$ cat src/rtl/cga_pkg.sv
// rtl/cga_pkg.sv - shared FSM states, register offsets and BIOS CGA mode table
package cga_pkg;

    typedef enum logic [2:0] {
        IDLE,
        SETUP,
        STROBE,
        HOLD,
        NEXT,
        FINISH
    } state_t;

    localparam logic [3:0] OFS_INDEX = 4'd4;
    localparam logic [3:0] OFS_DATA  = 4'd5;
    localparam logic [3:0] OFS_MODE  = 4'd8;
    localparam logic [3:0] OFS_COLOR = 4'd9;

    localparam int         WRITE_COUNT  = 35;
    localparam logic [5:0] LAST_STEP    = 6'(WRITE_COUNT - 1);
    localparam logic [2:0] MODE_INVALID = 3'd7;

    // CRTC R0 is the most significant byte of each 128-bit row
    localparam logic [127:0] CRTC_40  = 128'h38282D0A1F06191C0207060700000000;
    localparam logic [127:0] CRTC_80  = 128'h71505A0A1F06191C0207060700000000;
    localparam logic [127:0] CRTC_GFX = 128'h38282D0A7F0664700201060700000000;

    typedef struct packed {
        logic [7:0]   ctrl;
        logic [7:0]   color;
        logic [127:0] crtc;
    } mode_entry_t;

    // Entry 7 (invalid mode) is all zeros so a 3-bit mode can index without a range guard
    localparam mode_entry_t MODE_TABLE [0:7] = '{
        '{8'h2C, 8'h30, CRTC_40},
        '{8'h28, 8'h30, CRTC_40},
        '{8'h2D, 8'h30, CRTC_80},
        '{8'h29, 8'h30, CRTC_80},
        '{8'h2A, 8'h30, CRTC_GFX},
        '{8'h2E, 8'h30, CRTC_GFX},
        '{8'h1E, 8'h3F, CRTC_GFX},
        '{8'h00, 8'h00, 128'h0}
    };

endpackage

$ cat src/rtl/cga_mode_rom.sv
// rtl/cga_mode_rom.sv - combinational (mode, step) to (register offset, data) lookup
module cga_mode_rom
    import cga_pkg::*;
(
    input  logic [2:0] mode,
    input  logic [5:0] step,
    output logic [3:0] offset,
    output logic [7:0] data
);

    mode_entry_t entry;
    logic [3:0]  reg_idx;
    logic [3:0]  reg_rev;
    logic [7:0]  crtc_byte;

    always_comb begin
        entry     = MODE_TABLE[mode];
        reg_idx   = 4'((step - 6'd1) >> 1);
        reg_rev   = 4'd15 - reg_idx;
        crtc_byte = 8'(entry.crtc >> {reg_rev, 3'b000});
        offset    = OFS_MODE;
        data      = entry.ctrl;
        if (step == 6'd0) begin
            // Blank the display while the CRTC is being reprogrammed
            offset = OFS_MODE;
            data   = entry.ctrl & ~8'h08;
        end else if (step <= 6'd32) begin
            offset = step[0] ? OFS_INDEX : OFS_DATA;
            data   = step[0] ? {4'h0, reg_idx} : crtc_byte;
        end else if (step == 6'd33) begin
            offset = OFS_COLOR;
            data   = entry.color;
        end
    end

endmodule

$ cat src/rtl/cga_mode_init.sv
// rtl/cga_mode_init.sv - programs a BIOS CGA mode through a sequence of ISA IO writes
module cga_mode_init
    import cga_pkg::*;
#(
    parameter logic [15:0] IO_BASE_ADDR = 16'h3D0,
    parameter int          IOW_PULSE    = 4
) (
    input  logic        clk,
    input  logic        reset,
    input  logic        start,
    input  logic [2:0]  mode,
    input  logic        bus_rdy,
    output logic [14:0] bus_a,
    output logic [7:0]  bus_d,
    output logic        bus_iow_l,
    output logic        bus_ior_l,
    output logic        bus_aen,
    output logic        busy,
    output logic        done,
    output logic        error
);

    localparam logic [3:0]  PULSE_LAST = 4'(IOW_PULSE - 1);
    localparam logic [14:0] BASE       = IO_BASE_ADDR[14:0];

    state_t     state, state_n;
    logic [5:0] step, step_n;
    logic [2:0] mode_q, rom_mode;
    logic [3:0] cnt;
    logic [3:0] rom_offset;
    logic [7:0] rom_data;
    logic       accept;

    assign bus_ior_l = 1'b1;
    assign accept    = (state == IDLE) && start;

    // The ROM looks at the step/mode about to be used so SETUP sees fresh values
    cga_mode_rom u_rom (
        .mode   (rom_mode),
        .step   (step_n),
        .offset (rom_offset),
        .data   (rom_data)
    );

    always_comb begin
        state_n  = state;
        step_n   = step;
        rom_mode = mode_q;
        case (state)
            IDLE: begin
                if (start) begin
                    rom_mode = mode;
                    step_n   = 6'd0;
                    state_n  = (mode == MODE_INVALID) ? FINISH : SETUP;
                end
            end
            SETUP:  state_n = STROBE;
            STROBE: if (cnt == PULSE_LAST && bus_rdy) state_n = HOLD;
            HOLD:   state_n = (step == LAST_STEP) ? FINISH : NEXT;
            NEXT: begin
                step_n  = step + 6'd1;
                state_n = SETUP;
            end
            FINISH:  state_n = IDLE;
            default: state_n = IDLE;
        endcase
    end

    always_ff @(posedge clk) begin
        if (reset) begin
            state     <= IDLE;
            step      <= 6'd0;
            mode_q    <= 3'd0;
            cnt       <= 4'd0;
            bus_a     <= 15'd0;
            bus_d     <= 8'd0;
            bus_iow_l <= 1'b1;
            bus_aen   <= 1'b1;
            busy      <= 1'b0;
            done      <= 1'b0;
            error     <= 1'b0;
        end else begin
            state <= state_n;
            step  <= step_n;
            if (state != STROBE)
                cnt <= 4'd0;
            else if (cnt != PULSE_LAST)
                cnt <= cnt + 4'd1;
            if (accept) begin
                mode_q <= mode;
                error  <= (mode == MODE_INVALID);
            end
            if (state_n == SETUP && state != SETUP) begin
                bus_a <= BASE + {11'd0, rom_offset};
                bus_d <= rom_data;
            end
            bus_iow_l <= (state_n != STROBE);
            bus_aen   <= (state_n == IDLE);
            busy      <= (state_n != IDLE);
            done      <= (state == FINISH);
        end
    end

endmodule

$ cat config.mk
export PLATFORM = sky130hd
export DESIGN_NAME = cga_mode_init
export DESIGN_NICKNAME = d
export VERILOG_FILES = /design/src/rtl/cga_pkg.sv /design/src/rtl/cga_mode_rom.sv /design/src/rtl/cga_mode_init.sv
export SDC_FILE = /design/constraint.sdc
export NUM_CORES = 1
export LEC_CHECK = 0
export ABC_AREA = 1
export CORE_MARGIN = 2
export CORE_UTILIZATION = 51
export DETAILED_ROUTE_END_ITERATION = 7
export PLACE_DENSITY = 0.76
export SYNTH_ARGS = -nofsm -noshare
export SYNTH_HDL_FRONTEND = slang
export SYNTH_HIERARCHICAL = 1
export SYNTH_SLANG_ARGS = --single-unit
$ cat constraint.sdc
create_clock -name clk -period 3 [get_ports clk]
set_clock_uncertainty 0.1 [all_clocks]
set_input_delay 0.6 -clock clk [delete_from_list [all_inputs] [get_ports clk]]
set_output_delay 0.6 -clock clk [all_outputs]
set_load 0.01 [all_outputs]
Word-level counts from Yosys, hierarchy flattened
Memory sizes are Yosys's and may differ from the RTL's. Cells that the tools add are included.

Register bits: 44. Memory bits (read-only): 1152. Bits of input ports: 7. Output and inout bits: 29. Logic and storage cells: 62. Memories kept: 1.

Add/sub/neg operators: 5. Order comparisons: 2. Equal/unequal tests: 14. Shifts and indexed selects: 1. Multiplexer cells: 19. Bitwise operators: 1. Reduce and logical (&&, ||, !) cells: 8.

Memories: (no name shown) (depth 8, bits a word 144, read ports 1, clocked after Yosys merged registers in 0, wr ports 0, RTL line cga_mode_rom.sv:17) `entry = MODE_TABLE[mode];`.

Operators by type and width (number): $mux W144 (2); $shr A128 B7 Y8 (1); $mux W8 (4); $mux W3 (5); $pmux W3 S5 (1); $eq A6 B6 Y1 const B (2); $pmux W6 S2 (1); $add A10 B4 Y11 const A (1); $eq A3 B3 Y1 const B (3); $mux W4 (2); $add A6 B1 Y6 const B (1); $eq A3 B1 Y1 const B (2); $eq A3 B2 Y1 const B (2); $le A6 B6 Y1 const B (1); $logic_not A3 Y1 (2); $logic_not A6 Y1 (1); $mux W6 (1); $ne A3 B2 Y1 const B (2); $sub A5 B1 Y5 const B (1); $add A4 B1 Y4 const B (1); $eq A4 B2 Y1 const B (1); $ge A4 B4 Y1 const B (1); $ne A4 B2 Y1 const B (1); $not A3 Y4 (1); 6 further kinds (10).

Longest topological paths before layout
Word-level depth: 10. Mapped depth: 22. Gate-level depth less buffers: 22.

Cells and area by module
Netlist, hierarchy kept.

Modules (own cells, without submodules): cga_mode_init (instances 1, cells an instance 237, area each 1644.1 µm², sequential area each 680.7 µm²); cga_mode_rom (instances 1, cells an instance 144, area each 735.7 µm², sequential area each 0.0 µm²).

Worst setup path after synthesis
OpenSTA, ideal clock, no wires.

Path type: in2reg. From: input port start. To: register bus_d[0]. Setup time: 0.064 ns. Arrival: 2.458 ns. Required time: 2.836 ns. Setup slack: 0.378 ns. Stages: 19. Path through: o21ai_2 -> nand2_1 -> nand2_1 -> inv_2 -> ha_1 -> inv_1 -> a21oi_1 -> nand2_1 -> nand3_2 -> nand3_1 -> nand2_1 -> nand2_1 -> nand2_1 -> nand2_1 -> nand2_1 -> inv_1 -> nand4_1 -> nand2_1 -> nor2_1.

Elaborated cells on any way between the ends: 22.

RTL lines: start: declaration (RTL line cga_mode_init.sv:10) `input logic start,`; $mux W6 * (RTL line cga_mode_init.sv:51) `if (start) begin`; $pmux W6 S2 * (RTL line cga_mode_init.sv:49) `case (state)`; named net step_n[0] (RTL line cga_mode_init.sv:27) `logic [5:0] step, step_n;`; $sub A5 B1 Y5 (RTL line cga_mode_rom.sv:18) `reg_idx = 4'((step - 6'd1) >> 1);`; $sub A4 B4 Y4 (RTL line cga_mode_rom.sv:19) `reg_rev = 4'd15 - reg_idx;`; $shr A128 B7 Y8 (RTL line cga_mode_rom.sv:20) `crtc_byte = 8'(entry.crtc >> {reg_rev, 3'b000});`; $mux W8 (RTL line cga_mode_rom.sv:29) `data = step[0] ? {4'h0, reg_idx} : crtc_byte;`; $mux W8 (RTL line cga_mode_rom.sv:27) `end else if (step <= 6'd32) begin`; $mux W8 * (RTL line cga_mode_rom.sv:23) `if (step == 6'd0) begin`; named net rom_data[0] (RTL line cga_mode_init.sv:31) `logic [7:0] rom_data;`; end signal: assignment (RTL line cga_mode_init.sv:95) `bus_d <= rom_data;`; end: declaration (RTL line cga_mode_init.sv:14) `output logic [7:0] bus_d,`.

Mark *: on every way through the listed nets, which the timed path passes. The rest lies on a longest branch. The select of a mux whose other input is x is not followed. A chain may end at the register's enable or synchronous reset.

Worst setup path after layout
From: input port start. To: register bus_d[3].

The elaborated chain is that of the path after synthesis.

==> results.py <==
metrics = {
    "grt": {
        "gr-total-overflow": 0,
        "antenna_found_initial": 0,
        "grt_max_degree": 16,
        "gr-usage-all-layers_pct": 22.9,
        "grt_pass1_wl_um": 9600,
        "grt_pass1_vias": 2227,
    },
    "placement": {
        "gp_congestion": 0.899,
        "dp_hpwl_um": 4240,
        "pre_cts_slack_ns": -0.114,
        "place_inst": 482,
        "port_buffers": 28,
    },
    "synth": {
        "synth.largest_area_cell": "dfxtp_1",
        "syn-cell-area_um2": 2380,
        "synthCells": 381,
        "synth_warnings": 6,
        "synth.top_cells.by_area": "dfxtp_1, nand2_1, inv_1, nor2_1, nand3_1",
        "netlist.area_leader.share_pct": 28.6,
        "yosysUniqueCellTypes": 37,
        "ys_seq_area_share_pct": 28.6,
        "synth-seq-cells": 34,
        "avgSynthCellArea_um2": 6.25,
    },
    "power": {
        "switching_power_uw": 379,
        "leakagePower_nw": 1.50,
        "power_density_nw_per_um2": 402,
        "seqPwrFrac_pct": 41.6,
        "switching_share_pct": 31.3,
        "power_frac_comb_pct": 29.1,
        "power.internal_uw": 830,
        "p_clk_share_pct": 29.3,
        "vdd_drop_max_uv": 236,
    },
    "clock_tree": {
        "numClockSinks": 34,
        "cts_resized": 0,
        "post_cts_buffers": 0,
        "root_buffer": "clkbuf_8",
        "cts_tree": "done",
        "hold_buffers": 0,
        "cts_buffer_depth": 2,
        "htreeDepth": 2,
        "clock_latency_ns": 0.28,
        "numCtsBuffers": 5,
        "clkSlewWorstSetupHoldPaths_ns": 0.07,
    },
    "run": {
        "drv_cap": 0,
    },
    "critical_path": {
        "path_class": "in -> reg",
        "crit_family": "buffers and inverters",
        "cp-end-kind": "flop",
        "cp_max_fo": 8,
        "worstPathCellList": "clkdlybuf4s50_1 -> o21ai_2 -> buf_4 -> inv_1 -> o21ai_0 -> nand2_1 -> inv_1 -> nor2_4 -> nand2_2 -> nand2_2 -> nand2_4 -> nand2_1 -> a31oi_1 -> nand2_1 -> a21oi_1 -> inv_1 -> nand4_1 -> nand2_1 -> nor2_1",
        "reg2reg_to": "bus_d[0]$_SDFFE_PP0P_",
        "path_common_cell": "nand2_1",
        "ff2ff_path_depth": 21,
        "slowest_stage": "clkdlybuf4s50_1",
        "required_ns": 3.13,
        "reg2reg_slack_ns": 0.35,
        "slowest_delay_ns": 0.48,
        "startpoint_type": "primary input",
        "cp.buffers_inverters": 5,
        "r2r-start": "state[2]$_SDFF_PP0_",
        "arrival_ns": 2.95,
    },
    "min_path": {
        "hold_depth": 2,
        "min_path_type": "reg -> reg",
        "min_to": "error$_SDFFE_PP0P_",
        "hold_start": "error$_SDFFE_PP0P_",
    },
    "timing": {
        "fin_crit_sh_pct": 94.1,
        "fin_crit_ns": 2.82,
        "maxSlewViolCount": 0,
        "fmax_mhz": 354,
        "final-setup-viol-count": 0,
        "setup_ws_ns": 0.177,
        "rsz0062_at_grt": "false",
        "finalSetupTns_ns": 0,
        "hold_ws_ns": 0.370,
        "hold_viol": 0,
    },
    "route": {
        "first_pass_iters": 4,
        "num_vias": 2478,
        "ant_nets": 0,
        "post_drt_wl_per_cell_um": 11.4,
        "route.detailed.drc": 0,
        "wirelength_um": 5570,
        "viasPerCell": 5.06,
        "initialDrtViolationCount": 99,
    },
    "cells_and_area": {
        "synthToLayoutAreaGrowth_pct": 26.3,
        "drive_gt1_share_pct": 17.8,
        "final_cells": 490,
        "n_antenna_cell": 0,
        "nNetsFinal": 451,
        "postLayoutCoreUtil_pct": 68.1,
    },
    "die": {
        "dieArea_um2": 5230,
        "die_w_um": 72.3,
        "io_pins": 36,
        "rows": 24,
        "coreArea_um2": 4410,
        "dieHeight_um": 72.3,
        "initial_core_util_pct": 53.9,
    },
    "status": {
        "status": "finished clean",
    },
}
[layer usage]
layer  vias to the layer above  share of wire (%)  wire length [µm]  GRT usage (%)
li1                       1297                  -                 -              -
met1                      1112                 45              2520           29.7
met2                        62                 48              2670           38.2
met3                         7                5.5               305           4.17
met4                         0                1.3                73           7.76
met5                         -                  0                 0              0
[cell usage after synthesis (all sizes together)]
library cell,number
a211oi,2
a21oi,17
a31oi,4
buf,17
clkbuf,3
conb,3
dfxtp,34
ha,7
inv,59
nand2,111
nand3,27
nand4,15
nor2,53
nor3,2
nor4,1
o211ai,4
o21ai,16
o21bai,1
or2,3
xnor2,1
xor2,1
[flip-flops by register name, summed over array words and instances, names as in the netlist]
signal,flops
bus_a,5
bus_aen,1
busy,1
error,1
mode_q,3
step,6
bus_d,8
state,3
bus_iow_l,1
cnt,4
done,1
[worst max path at each step]
stage / startpoint / end / slack [ns] / cells after the start
floorplan: start / bus_d[0]$_SDFFE_PP0P_ / 0.38 / 19
global placement: start / bus_d[0]$_SDFFE_PP0P_ / -0.11 / 20
detailed placement: start / bus_d[0]$_SDFFE_PP0P_ / -0.11 / 20
CTS: start / bus_d[0]$_SDFFE_PP0P_ / 0.17 / 20
global route: start / bus_d[2]$_SDFFE_PP0P_ / 0.004 / 21
finish: start / bus_d[3]$_SDFFE_PP0P_ / 0.18 / 19
[cell usage in the layout, fill, tap and decap left out, types with 2 or more instances in the layout]
cell type and n:
clkbuf_8 6, a211oi_1 2, nand3_1 23, a21oi_2 2
inv_2 7, or2_2 2, a21oi_1 15, o21ai_2 2
nand3_2 4, a31oi_1 4, inv_1 51, clkdlybuf4s50_1 28
dfxtp_1 34, nand2_2 5, nand4_1 14, o21ai_0 8
buf_4 34, o21ai_1 5, nor2_4 4, o211ai_1 4
nand2_1 105, nor2_2 4, ha_1 7, nor2_1 45
conb_1 9
[per-stage QoR]
| step | cell area, µm² | total power, mW |
|---|---|---|
| 5_1_grt | 3010 | 1.29 |
| 2_1_floorplan | 2400 | 0.725 |
| 3_3_place_gp | 2890 | 0.851 |
| 3_5_place_dp | 2890 | 0.857 |
| 6_report | 3010 | 1.21 |
| 4_1_cts | 2980 | 1.21 |
[cell type report]
cell class	count	area [µm²]
Timing Repair Buffer	63	556
Fill cell	378	1410
Sequential cell	34	681
Multi-Input combinational cell	274	1390
Tap cell	52	65.1
Clock buffer	6	82.6
Clock inverter	2	12.5
Inverter	59	224
[worst reg2reg max path, cell delays in order, from the launching register on]
cell	delay, ns
dfxtp_1	0.47
inv_2	0.13
nor2_2	0.25
nand2_1	0.11
nand2_1	0.11
inv_2	0.05
ha_1	0.25
inv_1	0.10
nand2_1	0.05
nand2_1	0.15
nand2_1	0.13
nand3_2	0.10
nand3_1	0.07
nand2_1	0.06
nand2_1	0.04
nand2_1	0.06
nand2_1	0.05
nand2_1	0.06
inv_1	0.04
nand4_1	0.07
nand2_1	0.06
nor2_1	0.09
[cells by family (layout without fill, tap and decap cells)]
group                    count (synthesis)  count (layout)  share of synthesized area, %
adder cells (fa/ha/maj)                  7               7                          3.68
AND/OR/NAND/NOR                        212             212                          40.6
XOR/XNOR                                 2               2                         0.736
flip-flops                              34              34                          28.6
other                                    3               9                         0.473
AO/OA/AOI/OAI                           44              44                          10.8
buffers and inverters                   79             130                          15.0
[power groups by stage]
stage	Combinational [mW]	Sequential (mW)	Clock, mW
floorplan	0.201	0.523	0
global placement	0.339	0.512	0
detailed placement	0.344	0.513	0
CTS	0.347	0.503	0.360
global route	0.396	0.507	0.382
finish	0.352	0.503	0.354
(Power assumes the default switching activity.)
